<file path="src/rtl/rx_trainerror_hs.sv">
// Responder side of the TRAINERROR sideband handshake: waits for the partner's entry
// request, answers with the entry response and reports completion. Macro TRAINERROR_RX_TIMEOUT_EN adds the WAIT_REQ timeout.
module rx_trainerror_hs #(
    parameter int SB_MSG_WIDTH   = 4,
    parameter int TIMEOUT_CYCLES = 1000
) (
    input  logic                    i_clk,
    input  logic                    i_rst_n,
    input  logic                    i_trainerror_en,
    input  logic                    i_falling_edge_busy,
    input  logic [SB_MSG_WIDTH-1:0] i_decoded_SB_msg,
    output logic [SB_MSG_WIDTH-1:0] o_encoded_SB_msg_rx,
    output logic                    o_valid_rx,
    output logic                    o_trainerror_end_rx,
    output logic                    o_timeout
);

    localparam logic [SB_MSG_WIDTH-1:0] MSG_REQ  = SB_MSG_WIDTH'(15);
    localparam logic [SB_MSG_WIDTH-1:0] MSG_RESP = SB_MSG_WIDTH'(14);

    if (TIMEOUT_CYCLES < 2) begin : g_bad_timeout
        $error("rx_trainerror_hs: TIMEOUT_CYCLES must be >= 2");
    end

    typedef enum logic [2:0] {
        ST_IDLE,
        ST_WAIT_REQ,
        ST_SEND_RESP,
        ST_DONE,
        ST_TIMEOUT
    } state_t;

    state_t                  state;
    state_t                  state_nxt;
    logic                    timeout_hit;
    logic [SB_MSG_WIDTH-1:0] enc_d;
    logic                    valid_d;
    logic                    end_d;
    logic                    timeout_d;

`ifdef TRAINERROR_RX_TIMEOUT_EN
    localparam int              CNT_W    = $clog2(TIMEOUT_CYCLES);
    localparam logic [CNT_W-1:0] CNT_LAST = CNT_W'(TIMEOUT_CYCLES - 1);

    logic [CNT_W-1:0] cnt;

    // Restarts on every entry into WAIT_REQ and saturates at the last count.
    always_ff @(posedge i_clk or negedge i_rst_n) begin
        if (!i_rst_n) begin
            cnt <= '0;
        end else if (state != ST_WAIT_REQ && state_nxt == ST_WAIT_REQ) begin
            cnt <= '0;
        end else if (state == ST_WAIT_REQ && cnt != CNT_LAST) begin
            cnt <= cnt + CNT_W'(1);
        end
    end

    assign timeout_hit = (cnt == CNT_LAST);
`else
    assign timeout_hit = 1'b0;
`endif

    always_ff @(posedge i_clk or negedge i_rst_n) begin
        if (!i_rst_n) begin
            state <= ST_IDLE;
        end else begin
            state <= state_nxt;
        end
    end

    // Dropping the enable wins over every other transition, including a busy pulse.
    always_comb begin
        state_nxt = state;
        if (!i_trainerror_en) begin
            state_nxt = ST_IDLE;
        end else begin
            case (state)
                ST_IDLE: begin
                    if (i_decoded_SB_msg == MSG_REQ) state_nxt = ST_SEND_RESP;
                    else                             state_nxt = ST_WAIT_REQ;
                end
                ST_WAIT_REQ: begin
                    if (i_decoded_SB_msg == MSG_REQ) state_nxt = ST_SEND_RESP;
                    else if (timeout_hit)            state_nxt = ST_TIMEOUT;
                end
                ST_SEND_RESP: begin
                    if (i_falling_edge_busy) state_nxt = ST_DONE;
                end
                ST_DONE:    state_nxt = ST_DONE;
                ST_TIMEOUT: state_nxt = ST_TIMEOUT;
                default:    state_nxt = ST_IDLE;
            endcase
        end
    end

    // Outputs are decoded from the next state so they switch on the same edge as the state.
    always_comb begin
        enc_d     = '0;
        valid_d   = 1'b0;
        end_d     = 1'b0;
        timeout_d = 1'b0;
        case (state_nxt)
            ST_SEND_RESP: begin
                enc_d   = MSG_RESP;
                valid_d = 1'b1;
            end
            ST_DONE: begin
                enc_d = MSG_RESP;
                end_d = 1'b1;
            end
            ST_TIMEOUT: timeout_d = 1'b1;
            default: ;
        endcase
    end

    always_ff @(posedge i_clk or negedge i_rst_n) begin
        if (!i_rst_n) begin
            o_encoded_SB_msg_rx <= '0;
            o_valid_rx          <= 1'b0;
            o_trainerror_end_rx <= 1'b0;
        end else begin
            o_encoded_SB_msg_rx <= enc_d;
            o_valid_rx          <= valid_d;
            o_trainerror_end_rx <= end_d;
        end
    end

`ifdef TRAINERROR_RX_TIMEOUT_EN
    always_ff @(posedge i_clk or negedge i_rst_n) begin
        if (!i_rst_n) begin
            o_timeout <= 1'b0;
        end else begin
            o_timeout <= timeout_d;
        end
    end
`else
    assign o_timeout = 1'b0;
`endif

endmodule

</file>
<file path="config.mk">
export PLATFORM = sky130hd
export DESIGN_NAME = rx_trainerror_hs
export DESIGN_NICKNAME = d
export VERILOG_FILES = /design/src/rtl/rx_trainerror_hs.sv
export SDC_FILE = /design/constraint.sdc
export NUM_CORES = 1
export LEC_CHECK = 0
export ABC_AREA = 1
export CAP_MARGIN = 20
export CORE_AREA = 2 2 39 41
export DETAILED_ROUTE_END_ITERATION = 10
export DIE_AREA = 0 0 41 43
export PLACE_DENSITY = 0.44
export SYNTH_ARGS = -nofsm -noshare
export SYNTH_HDL_FRONTEND = slang
export SYNTH_SLANG_ARGS = --single-unit
</file>
<file path="constraint.sdc">
create_clock -name i_clk -period 1.3 [get_ports i_clk]
set_input_delay 0.13 -clock i_clk [delete_from_list [all_inputs] [get_ports i_clk]]
set_output_delay 0.13 -clock i_clk [all_outputs]
set_load 0.01 [all_outputs]
</file>
* After elaboration in Yosys (flattened, before gate mapping)
Index checks and enable logic that the tools add are counted.
Cells by class: $add $sub $neg 0, multiply operators 0, div/mod/pow operators 0, magnitude comparators 0, equal/unequal tests 7, shift-type cells 0, muxes and demuxes 8, bitwise logic cells 0, reductions and logical operators 2
Operator list (number):
- $pmux 3 s5 | 1
- $eq 3x2->1 const B | 4
- $mux 3 | 3
- $eq 4x4->1 const B | 1
- $mux 4 | 1
- $eq 3x1->1 const B | 1
- $eq 3x3->1 const B | 1
- $logic_not 3->1 | 1
- $mux 1 | 2
- $mux 2 | 1
- $reduce_or 2->1 | 1
Word-level totals: flip-flop bits (word level) 9, latch bits 0, memory bits (writable) 0, memory bits (read-only) 0, bits of input ports 8, output and inout port bits 7, word-level logic and storage cells 21, memories 0

* Logic depth before layout (Yosys ltp)
Gate-level depths: netlist (run 1).
depth in word-level cells 7, depth in mapped cells 4, gate-level depth less buffers 4

* Least setup slack after synthesis (run 1)
OpenSTA, ideal clock, no wires.
path kind flip-flop to flip-flop, from reg state[0], to reg o_valid_rx, setup time 0.069 ns, arrival time 0.689 ns, required time 1.231 ns, setup slack 0.542 ns, stages on the path, launching flop included 4, path buffers 0, clock period less this slack 0.758 ns, path through dfrtp_1 > o21ai_1 > inv_1 > nor2_2
Between the ends: cells in the longest elaborated chain, start to end 5, elaborated cells on any way between the ends 11, classes of those cells 5 x eq/ne; 5 x mux; 1 x reduce/logical
RTL lines:
- start: declaration | RTL line 33 | state_t state;
- start signal: assignment | RTL line 67 | state <= state_nxt;
- $eq 3x3->1, or another cell as far along | RTL line 77 | case (state)
- $pmux 3 s5 * | RTL line 77
- $mux 3 * | RTL line 74 | if (!i_trainerror_en) begin
- $eq 3x2->1 * | RTL line 102 | case (state_nxt)
- $mux 1 * | RTL line 102
- named net valid_d | RTL line 37 | logic valid_d;
- end signal: assignment | RTL line 123 | o_valid_rx <= valid_d;
- end: declaration | RTL line 13 | output logic o_valid_rx,
Mark *: on every way through the listed nets, which the timed path passes. The rest lies on a longest branch.

* Worst setup path in the final report (run 1)
from reg o_valid_rx, to out o_valid_rx
No word-level cell between the ends.

==> flow_metrics.tcl, run 1 <==
set metrics [dict create \
    status "complete, no violations" \
    dp_hpwl_um 351 \
    fin_skew_ns 0.000617 \
    ys_seq_elements 6 \
    ctsResizeCount 0 \
    drt_pre_antenna_iters 1 \
    ir_worst_vdd_uv 209 \
    vias_per_cell 3.55 \
    final_cells 56 \
    critPathLaunchType "flop" \
    design_area_um2 415 \
    place_inst 53 \
    drc 0 \
    tns_ns 0 \
    cp_max_fo 1 \
    rsz0062_at_grt "no" \
    cp-end-kind "output pin" \
    drt_first_iter_violations 0 \
    antenna_found_initial 0 \
    power_mw 0.415 \
    clk_latency_ns 0.24 \
    p_leak_nw 0.262 \
    holdBufCountCts 0 \
    grt_pass1_wl_um 683 \
    vias 199 \
    p_per_area_nw_per_um2 999 \
    synth_area_per_cell_um2 9.70 \
    dieWidth_um 41 \
    cts_made_buffers 3 \
    cts.clk_slew.worst_paths_ns 0.04 \
    cts.path.max_buffers 2 \
    io_pins 15 \
    max_freq_mhz 828 \
    slowest_stage "clkdlybuf4s50_1" \
    setup_viol 0 \
    hold_class "input pin to asynchronous set/reset pin" \
    grt_usage_pct 6.07 \
    placeableCoreArea_um2 1380 \
    areaGrowthSynthToFinish_pct 53.0 \
    htreeDepth 1 \
    critPathBufInv 1 \
    netlist_area_um2 272 \
    grt_max_degree 7 \
    overflow 0 \
    ys_seq_area_share_pct 55.3 \
    grt_pass1_vias 196 \
    synth_warnings 0 \
    clockRootBuffer "clkbuf_4" \
    cp.required_ns 1.17 \
    rows 14 \
    cp.depth 1 \
    finalCritPeriodShare_pct 92.9 \
    crit_type "flop to output pin" \
    maxSlewViolCount 0 \
    die_area_um2 1760 \
    syn_inst 28 \
    crit_path_cell_trace "clkdlybuf4s50_1" \
    post_drt_wl_per_cell_um 7.23 \
    cts_sinks 6 \
    synth_cell_types 14 \
    routed_wl_um 405 \
    critPathTopFamily "buffers and inverters" \
    placed_area_um2 385 \
    drive_gt1_share_pct 22.5 \
    worstPathArrival_ns 1.08 \
    routabilityCongestion 0.607 \
    io_buffers 12 \
    cts_setup_buffers 0 \
    hold_viol 0 \
    diodes 0 \
    rr_worst_depth 3 \
    period_needed_ns 1.21 \
    drv_cap 0 \
    start_util_pct 19.6 \
    fin_nets 50 \
    die_y_um 43 \
    cts_tree "yes" \
    postRouteAntennaNets 0 \
    max_stage_delay_ns 0.52 \
]
[kinds of logic after synthesis]
group                  after synthesis  share of synthesized area [%]
DFF                                  6                           55.3
and+or+nand+nor                      8                           17.0
buffers and inverters               10                           19.4
AOI/OAI and AO/OA                    3                           6.91
other                                1                           1.38
[final cells by class]
type | instances | area, um^2
fill | 152 | 968
sequential | 6 | 150
timing repair buffer | 12 | 128
multi-input combinational | 13 | 72.6
clock buffer | 3 | 22.5
inverter | 6 | 22.5
tap | 16 | 20.0
[where the power goes]
| group | total, mW | leakage (nW) | switching [mW] | internal, mW |
|---|---|---|---|---|
| sequential | 0.196 | 0.0810 | 0.00279 | 0.194 |
| clock | 0.165 | 0.0138 | 0.0612 | 0.104 |
| combinational | 0.0535 | 0.167 | 0.0225 | 0.0309 |
| total | 0.415 | 0.262 | 0.0865 | 0.329 |
[synthesized netlist by cell type]
cell type | count | share of area (%)
nor2_2 | 1 | 2.3
nand2_1 | 2 | 2.8
inv_1 | 5 | 6.9
inv_2 | 1 | 1.4
buf_4 | 4 | 11
a21oi_1 | 1 | 1.8
nand2_2 | 2 | 4.6
nor2_1 | 1 | 1.4
nor3_1 | 1 | 1.8
conb_1 | 1 | 1.4
o21ai_2 | 1 | 3.2
nor2_4 | 1 | 4.1
dfrtp_1 | 6 | 55
o21ai_1 | 1 | 1.8
[cells in the final DEF (no fill, tap or decap), types with 2 or more instances in the layout]
master,instances
nand2_2,2
inv_1,5
clkdlybuf4s50_1,9
dlymetal6s2s_1,3
nand2_1,2
clkbuf_4,3
dfrtp_1,6
conb_1,2
[worst paths after layout]
path / slack, ns / from / end
setup / recovery: 0.09 / o_valid_rx$_DFF_PN0_ / o_valid_rx
hold / removal: 0.13 / i_rst_n / state[2]$_DFF_PN0_
setup reg to reg: 0.48 / state[0]$_DFF_PN0_ / o_valid_rx$_DFF_PN0_
hold reg to reg: 0.43 / state[0]$_DFF_PN0_ / state[2]$_DFF_PN0_
max in group asynchronous: 0.97 / i_rst_n / state[1]$_DFF_PN0_
min in group i_clk: 0.43 / state[0]$_DFF_PN0_ / state[2]$_DFF_PN0_
[sequential cells by signal, indices dropped and copies added, names as in the netlist]
name / count
o_encoded_SB_msg_rx: 1
state: 3
o_trainerror_end_rx: 1
o_valid_rx: 1
[through the flow]
| step | hold WS (ns) | worst slack [ns] | utilization [%] |
|---|---|---|---|
| after floorplan | -0.166 | 0.542 | - |
| after global placement | 0.383 | 0.264 | 27.8 |
| after detailed placement | 0.383 | 0.256 | 27.8 |
| after CTS | 0.128 | 0.0252 | 29.5 |
| after global routing | 0.131 | 0.0371 | 30.0 |
| final | 0.125 | 0.0918 | 30.0 |
[per-layer routing]
metal | vias up | GRT usage [%] | routed length, um
li1 | 99 | - | -
met1 | 87 | 6.58 | 130
met2 | 11 | 7.50 | 217
met3 | 2 | 2.09 | 46
met4 | 0 | 8.00 | 10
met5 | - | 0 | 0
Note: power is estimated with default switching activity, not from simulation.
==> run 2, diff against run 1 <==
GPL_ROUTABILITY_DRIVEN = 0   (was not set)
==> results of run 2 <==
Same layout as run 1: the final DEF is identical, and so are final timing and power.
==> run 3, diff against run 2 <==
CAP_MARGIN = 10   (was 20)
==> results of run 3 <==
Same layout as run 1: the final DEF is identical, and so are final timing and power.
